===== src/rtl/checkbits_monitor.sv =====
// Purpose : arms on start, then watches a status bus step through up to DEPTH masked
//           expected values, each held STABLE_CYCLES samples; reports pass, timeout or fail-value.
// Latency : every output is registered; a qualifying sample is reflected one cycle later.
// Backpres: none; start and load_valid are ignored while armed (busy=1).
//
// Ports:
//   clock, reset                 rising-edge clock, synchronous active-high reset
//   checkbits[WIDTH]             monitored status bus
//   load_valid/index/value/mask  write one stage entry (mask bit 1 = compared)
//   seq_len, start               stage count (0 -> 1, >DEPTH -> DEPTH) and arm strobe
//   busy, pass, fail, fail_code  status; pass/fail/fail_code sticky until the next start
//   stage, elapsed               stage being awaited, saturating cycles since arm
module checkbits_monitor #(
  parameter int               WIDTH          = 16,
  parameter int               DEPTH          = 4,
  parameter int               STABLE_CYCLES  = 2,
  parameter int               TIMEOUT_CYCLES = 200000,
  parameter logic [WIDTH-1:0] FAIL_VALUE     = 16'hdead,
  parameter bit               FAIL_EN        = 1'b1
) (
  input  logic                                clock,
  input  logic                                reset,
  input  logic [WIDTH-1:0]                    checkbits,
  input  logic                                load_valid,
  input  logic [$clog2(DEPTH)-1:0]            load_index,
  input  logic [WIDTH-1:0]                    load_value,
  input  logic [WIDTH-1:0]                    load_mask,
  input  logic [$clog2(DEPTH):0]              seq_len,
  input  logic                                start,
  output logic                                busy,
  output logic                                pass,
  output logic                                fail,
  output logic [1:0]                          fail_code,
  output logic [$clog2(DEPTH):0]              stage,
  output logic [$clog2(TIMEOUT_CYCLES+1)-1:0] elapsed
);

  localparam int IW = $clog2(DEPTH);
  localparam int SW = IW + 1;
  localparam int EW = $clog2(TIMEOUT_CYCLES + 1);

  localparam logic [1:0] CODE_NONE    = 2'd0;
  localparam logic [1:0] CODE_TIMEOUT = 2'd1;
  localparam logic [1:0] CODE_FAILVAL = 2'd2;

  typedef enum logic [1:0] {S_IDLE, S_ARMED, S_PASS, S_FAIL} state_t;

  state_t           r_state;
  logic [SW-1:0]    r_stage;
  logic [SW-1:0]    r_len;
  logic [EW-1:0]    r_elapsed;
  logic [7:0]       r_cnt;
  logic             r_busy;
  logic             r_pass;
  logic             r_fail;
  logic [1:0]       r_code;
  logic [WIDTH-1:0] r_value [DEPTH];
  logic [WIDTH-1:0] r_mask  [DEPTH];

  state_t           w_state_nxt;
  logic [SW-1:0]    w_stage_nxt;
  logic [SW-1:0]    w_len_nxt;
  logic [EW-1:0]    w_elapsed_nxt;
  logic [7:0]       w_cnt_nxt;
  logic             w_busy_nxt;
  logic             w_pass_nxt;
  logic             w_fail_nxt;
  logic [1:0]       w_code_nxt;

  logic [WIDTH-1:0] w_sel_value;
  logic [WIDTH-1:0] w_sel_mask;
  logic             w_match;
  logic             w_hit_fail;
  logic             w_run_done;
  logic             w_last;
  logic             w_timeout;
  logic             w_load_ok;
  logic [SW-1:0]    w_len_clamped;

  // Out-of-range indices can only exist when DEPTH is not a power of two.
  generate
    if (DEPTH == (1 << IW)) begin : g_idx_pow2
      assign w_load_ok = 1'b1;
    end else begin : g_idx_chk
      assign w_load_ok = ({1'b0, load_index} < SW'(DEPTH));
    end
  endgenerate

  // While armed r_stage < r_len <= DEPTH, so the low bits are a valid index.
  assign w_sel_value = r_value[r_stage[IW-1:0]];
  assign w_sel_mask  = r_mask[r_stage[IW-1:0]];
  assign w_match     = ((checkbits ^ w_sel_value) & w_sel_mask) == '0;
  assign w_hit_fail  = FAIL_EN && (checkbits == FAIL_VALUE);
  // This sample is the STABLE_CYCLES-th consecutive match of the current stage.
  assign w_run_done  = w_match && (r_cnt == 8'(STABLE_CYCLES - 1));
  assign w_last      = (r_stage == r_len - SW'(1));
  assign w_timeout   = (r_elapsed == EW'(TIMEOUT_CYCLES));

  always_comb begin
    w_len_clamped = seq_len;
    if (seq_len == '0) begin
      w_len_clamped = SW'(1);
    end else if (seq_len > SW'(DEPTH)) begin
      w_len_clamped = SW'(DEPTH);
    end
  end

  always_comb begin
    w_state_nxt   = r_state;
    w_stage_nxt   = r_stage;
    w_len_nxt     = r_len;
    w_elapsed_nxt = r_elapsed;
    w_cnt_nxt     = r_cnt;
    w_busy_nxt    = r_busy;
    w_pass_nxt    = r_pass;
    w_fail_nxt    = r_fail;
    w_code_nxt    = r_code;
    case (r_state)
      S_ARMED: begin
        w_elapsed_nxt = w_timeout ? r_elapsed : r_elapsed + EW'(1);
        w_cnt_nxt     = w_match ? r_cnt + 8'd1 : 8'd0;
        // Priority: fail value, then final-stage completion, then timeout.
        if (w_hit_fail) begin
          w_state_nxt = S_FAIL;
          w_busy_nxt  = 1'b0;
          w_fail_nxt  = 1'b1;
          w_code_nxt  = CODE_FAILVAL;
        end else if (w_run_done && w_last) begin
          w_state_nxt = S_PASS;
          w_busy_nxt  = 1'b0;
          w_pass_nxt  = 1'b1;
          w_stage_nxt = r_stage + SW'(1);
          w_cnt_nxt   = 8'd0;
        end else if (w_timeout) begin
          w_state_nxt = S_FAIL;
          w_busy_nxt  = 1'b0;
          w_fail_nxt  = 1'b1;
          w_code_nxt  = CODE_TIMEOUT;
        end else if (w_run_done) begin
          // Each stage earns its own run, even if its masked value repeats.
          w_stage_nxt = r_stage + SW'(1);
          w_cnt_nxt   = 8'd0;
        end
      end
      default: begin
        if (start) begin
          w_state_nxt   = S_ARMED;
          w_busy_nxt    = 1'b1;
          w_stage_nxt   = '0;
          w_elapsed_nxt = '0;
          w_cnt_nxt     = 8'd0;
          w_pass_nxt    = 1'b0;
          w_fail_nxt    = 1'b0;
          w_code_nxt    = CODE_NONE;
          w_len_nxt     = w_len_clamped;
        end
      end
    endcase
  end

  always_ff @(posedge clock) begin
    if (reset) begin
      r_state   <= S_IDLE;
      r_stage   <= '0;
      r_len     <= SW'(1);
      r_elapsed <= '0;
      r_cnt     <= 8'd0;
      r_busy    <= 1'b0;
      r_pass    <= 1'b0;
      r_fail    <= 1'b0;
      r_code    <= CODE_NONE;
    end else begin
      r_state   <= w_state_nxt;
      r_stage   <= w_stage_nxt;
      r_len     <= w_len_nxt;
      r_elapsed <= w_elapsed_nxt;
      r_cnt     <= w_cnt_nxt;
      r_busy    <= w_busy_nxt;
      r_pass    <= w_pass_nxt;
      r_fail    <= w_fail_nxt;
      r_code    <= w_code_nxt;
    end
  end

  // Stage table: writable only while not armed, cleared by reset.
  always_ff @(posedge clock) begin
    if (reset) begin
      for (int i = 0; i < DEPTH; i++) begin
        r_value[i] <= '0;
        r_mask[i]  <= '0;
      end
    end else if (r_state != S_ARMED && load_valid && w_load_ok) begin
      r_value[load_index] <= load_value;
      r_mask[load_index]  <= load_mask;
    end
  end

  assign busy      = r_busy;
  assign pass      = r_pass;
  assign fail      = r_fail;
  assign fail_code = r_code;
  assign stage     = r_stage;
  assign elapsed   = r_elapsed;

endmodule


===== config.mk =====
export PLATFORM = sky130hd
export DESIGN_NAME = checkbits_monitor
export DESIGN_NICKNAME = d
export VERILOG_FILES = /design/src/rtl/checkbits_monitor.sv
export SDC_FILE = /design/constraint.sdc
export NUM_CORES = 1
export LEC_CHECK = 0
export ABC_AREA = 1
export CAP_MARGIN = 15
export CORE_MARGIN = 2
export CORE_UTILIZATION = 62
export CTS_CLUSTER_DIAMETER = 60
export DETAILED_ROUTE_END_ITERATION = 7
export HOLD_SLACK_MARGIN = 0.05
export PLACE_DENSITY_LB_ADDON = 0.25
export REMOVE_ABC_BUFFERS = 1
export SLEW_MARGIN = 20
export SYNTH_ARGS = -nofsm -noshare
export SYNTH_HDL_FRONTEND = slang
export SYNTH_SLANG_ARGS = --single-unit

===== constraint.sdc =====
create_clock -name clock -period 5.3 [get_ports clock]
set_input_delay 0.53 -clock clock [delete_from_list [all_inputs] [get_ports clock]]
set_output_delay 0.53 -clock clock [all_outputs]
set_load 0.01 [all_outputs]

==> impl_metrics.py <==
metrics = {
    "clock_network": {
        "post_cts_buffers": 0,
        "clkSinkCount": 169,
        "cts_tree": "built",
        "insertion_delay_ps": 430,
        "clkTransAtPathRegs_ps": 60,
        "cts_buffer_depth": 2,
        "numCtsBuffers": 17,
        "clockRootBuffer": "clkbuf_16",
        "ctsResizeCount": 0,
        "h-tree-depth": 4,
        "cts_hold_buffers": 0,
    },
    "yosys": {
        "yosysMostFrequentCell": "nand2_1",
        "yosysUniqueCellTypes": 38,
        "syn_inst": 965,
        "synth_edf_count": 128,
        "synthArstFlopShare_pct": 0,
        "yosysWarnings": 0,
        "synth_seq_cells": 169,
        "synth_area_per_cell_um2": 8.42,
        "synth.largest_area_cell": "edfxtp_1",
        "syn_area_um2": 8130,
        "synth_top_area_share_pct": 47.3,
        "synth_common_cells": "nand2_1, nor2_1, edfxtp_1",
        "netlist_top_cells_area": "edfxtp_1, nand2_1, dfxtp_1",
        "synth-seq-area-share_pct": 57.4,
        "synth_flop_cell": "edfxtp_1",
    },
    "cells_and_area": {
        "instances_no_fill": 1234,
        "final_cell_area_um2": 9600,
        "final.fill_count": 974,
        "drive_above_1_share_pct": 5.27,
        "diodes": 0,
        "syn2layout_area_growth_pct": 18.1,
        "fin_nets": 1112,
    },
    "worst_setup_path": {
        "r2r_slack_ps": 2410,
        "end_kind": "flop",
        "cp.arrival_ps": 3230,
        "crit_required_ps": 5470,
        "slowest_stage": "nand2_1",
        "startpoint_type": "input port",
        "crit_top_cell": "buf_4",
        "crit_type": "in -> reg",
        "cp_cell_sequence": "clkdlybuf4s50_1, buf_4, nor3_1, inv_1, buf_4, nor2_1, nand2_1, buf_4, nand2_1, buf_4",
        "cp_max_fo": 33,
        "slowest_delay_ps": 500,
    },
    "die": {
        "start_util_pct": 63.9,
        "dieArea_um2": 14000,
        "dieHeight_um": 119,
        "ios": 83,
        "fp.coreArea_um2": 12700,
        "rows": 41,
        "die_w_um": 119,
    },
    "sta": {
        "max_freq_mhz": 326,
        "timing.final.ws_setup_ps": 2230,
        "hold_viol_final": 0,
        "slew_viol_final": 0,
        "setup_viol_count_final": 0,
        "rsz0062_at_grt": "no",
        "min_period_ps": 3070,
        "clock_skew_ps": 9.50,
        "tightestPinTransition_ps": 807,
        "period_share_pct": 57.8,
        "slew_headroom_pct": 45.7,
        "holdWs_ps": 449,
        "final.setup.tns_ps": 0,
    },
    "power": {
        "p_comb_share_pct": 12.0,
        "cell_internal_pwr_mw": 2.21,
        "pwr-share-seq_pct": 51.2,
        "power_density_nw_per_um2": 308,
        "power_switching_uw": 756,
        "p_leak_nw": 4.12,
        "ir_drop_uv": 213,
        "p_clk_share_pct": 36.8,
        "p_sw_share_pct": 25.5,
    },
    "placement": {
        "placed_area_um2": 9090,
        "placed_cells": 1202,
        "place_congestion": 0.912,
        "dp_slack_ps": 1780,
        "hpwl_um": 12600,
        "io_buffers": 82,
    },
    "global_routing": {
        "grt_max_degree": 65,
        "grt_antenna_before_repair": 0,
        "grt_overflow": 0,
        "grtUsageTotal_pct": 28.6,
        "grt_pass1_vias": 6591,
        "grt_pass1_wl_um": 31300,
    },
    "route": {
        "first_pass_iters": 8,
        "vias_per_cell": 5.51,
        "via_count": 6804,
        "wire_per_inst_um": 15.7,
        "drt_iter0_drc": 693,
        "antenna_left": 0,
        "wl_um": 19400,
        "drc": 0,
    },
    "run": {
        "cap_violations": 0,
    },
    "hold_path": {
        "hold_path_class": "reg -> reg",
    },
    "run_status": {
        "status": "finished, final reports clean",
    },
}
-- stage by stage --
| stage | total power, mW | util (%) |
|---|---|---|
| 2_1_floorplan | 1.75 | - |
| 3_3_place_gp | 1.88 | 71.4 |
| 3_5_place_dp | 1.89 | 71.4 |
| 4_1_cts | 2.97 | 75.5 |
| 5_1_grt | 3.07 | 75.5 |
| 6_report | 2.96 | 75.5 |
-- placed cells by master (no fill, tap or decap), types with 2 or more instances in the layout --
master / count
xor2_1: 6
o21bai_1: 2
nand3_1: 71
clkinv_1: 2
edfxtp_1: 128
nand2_1: 316
clkinvlp_4: 5
a221oi_1: 2
buf_4: 11
clkinv_2: 6
nand4_1: 11
xnor2_1: 6
o21ai_0: 10
nor4_1: 4
inv_1: 90
nor2_1: 168
clkbuf_16: 17
clkbuf_1: 2
nand2_2: 9
a21oi_1: 30
nor3_1: 16
o211ai_1: 5
clkdlybuf4s50_1: 82
dfxtp_1: 40
ha_1: 6
o21a_1: 2
-- power groups by stage --
stage               logic [mW]  clock network, mW  registers, mW
finish                   0.356               1.09           1.52
global placement         0.338                  0           1.54
global route             0.396               1.15           1.52
detailed placement       0.349                  0           1.54
floorplan                0.197                  0           1.55
CTS                      0.354               1.10           1.52
-- sequential cells by signal, indices dropped and copies added, names as in the netlist, named ones only --
signal	count
busy	1
elapsed	18
fail	1
fail_code	2
pass	1
r_cnt	8
r_len	3
r_mask	64
r_state	2
r_value	64
stage	3
-- logic make-up after synthesis --
logic type      after synthesis  share of synthesized area [%]
buf+inv                     120                           6.20
fa+ha+maj                     6                          0.923
simple gates                602                           30.2
xor+xnor                     12                           1.29
compound gates               56                           4.03
flops                       169                           57.4
-- worst max-delay path: cells and delay by family --
family | cells | cell delay, ps
buf+inv | 6 | 1900
simple gates | 4 | 770
-- layout make-up --
type | instances | area (um2) | share of cell area, %
multi-input cells | 676 | 2960 | 30.8
clock buffers | 19 | 433 | 4.51
repair buffers | 93 | 903 | 9.41
flip-flops and latches | 169 | 4670 | 48.6
clock inverters | 13 | 80.1 | 0.834
well taps | 172 | 215 | 2.24
inverters | 92 | 345 | 3.60
-- final timing paths --
| check | depth (start not counted) | start | end |
|---|---|---|---|
| setup reg to reg | 10 | r_state[0] | r_value[2][15] |
| hold / removal | 2 | fail_code[0] | fail_code[0] |
| hold reg to reg | 2 | fail_code[0] | fail_code[0] |
| setup / recovery | 10 | reset | r_value[2][15] |
-- routing by layer --
layer	share of wire (%)	global-route usage, %	vias up
met2	49	48.2	317
met4	1.8	10.4	0
met3	8.7	5.41	33
met1	41	37.1	3156
met5	0	0	-
li1	-	-	3298
(Power assumes the default switching activity.)
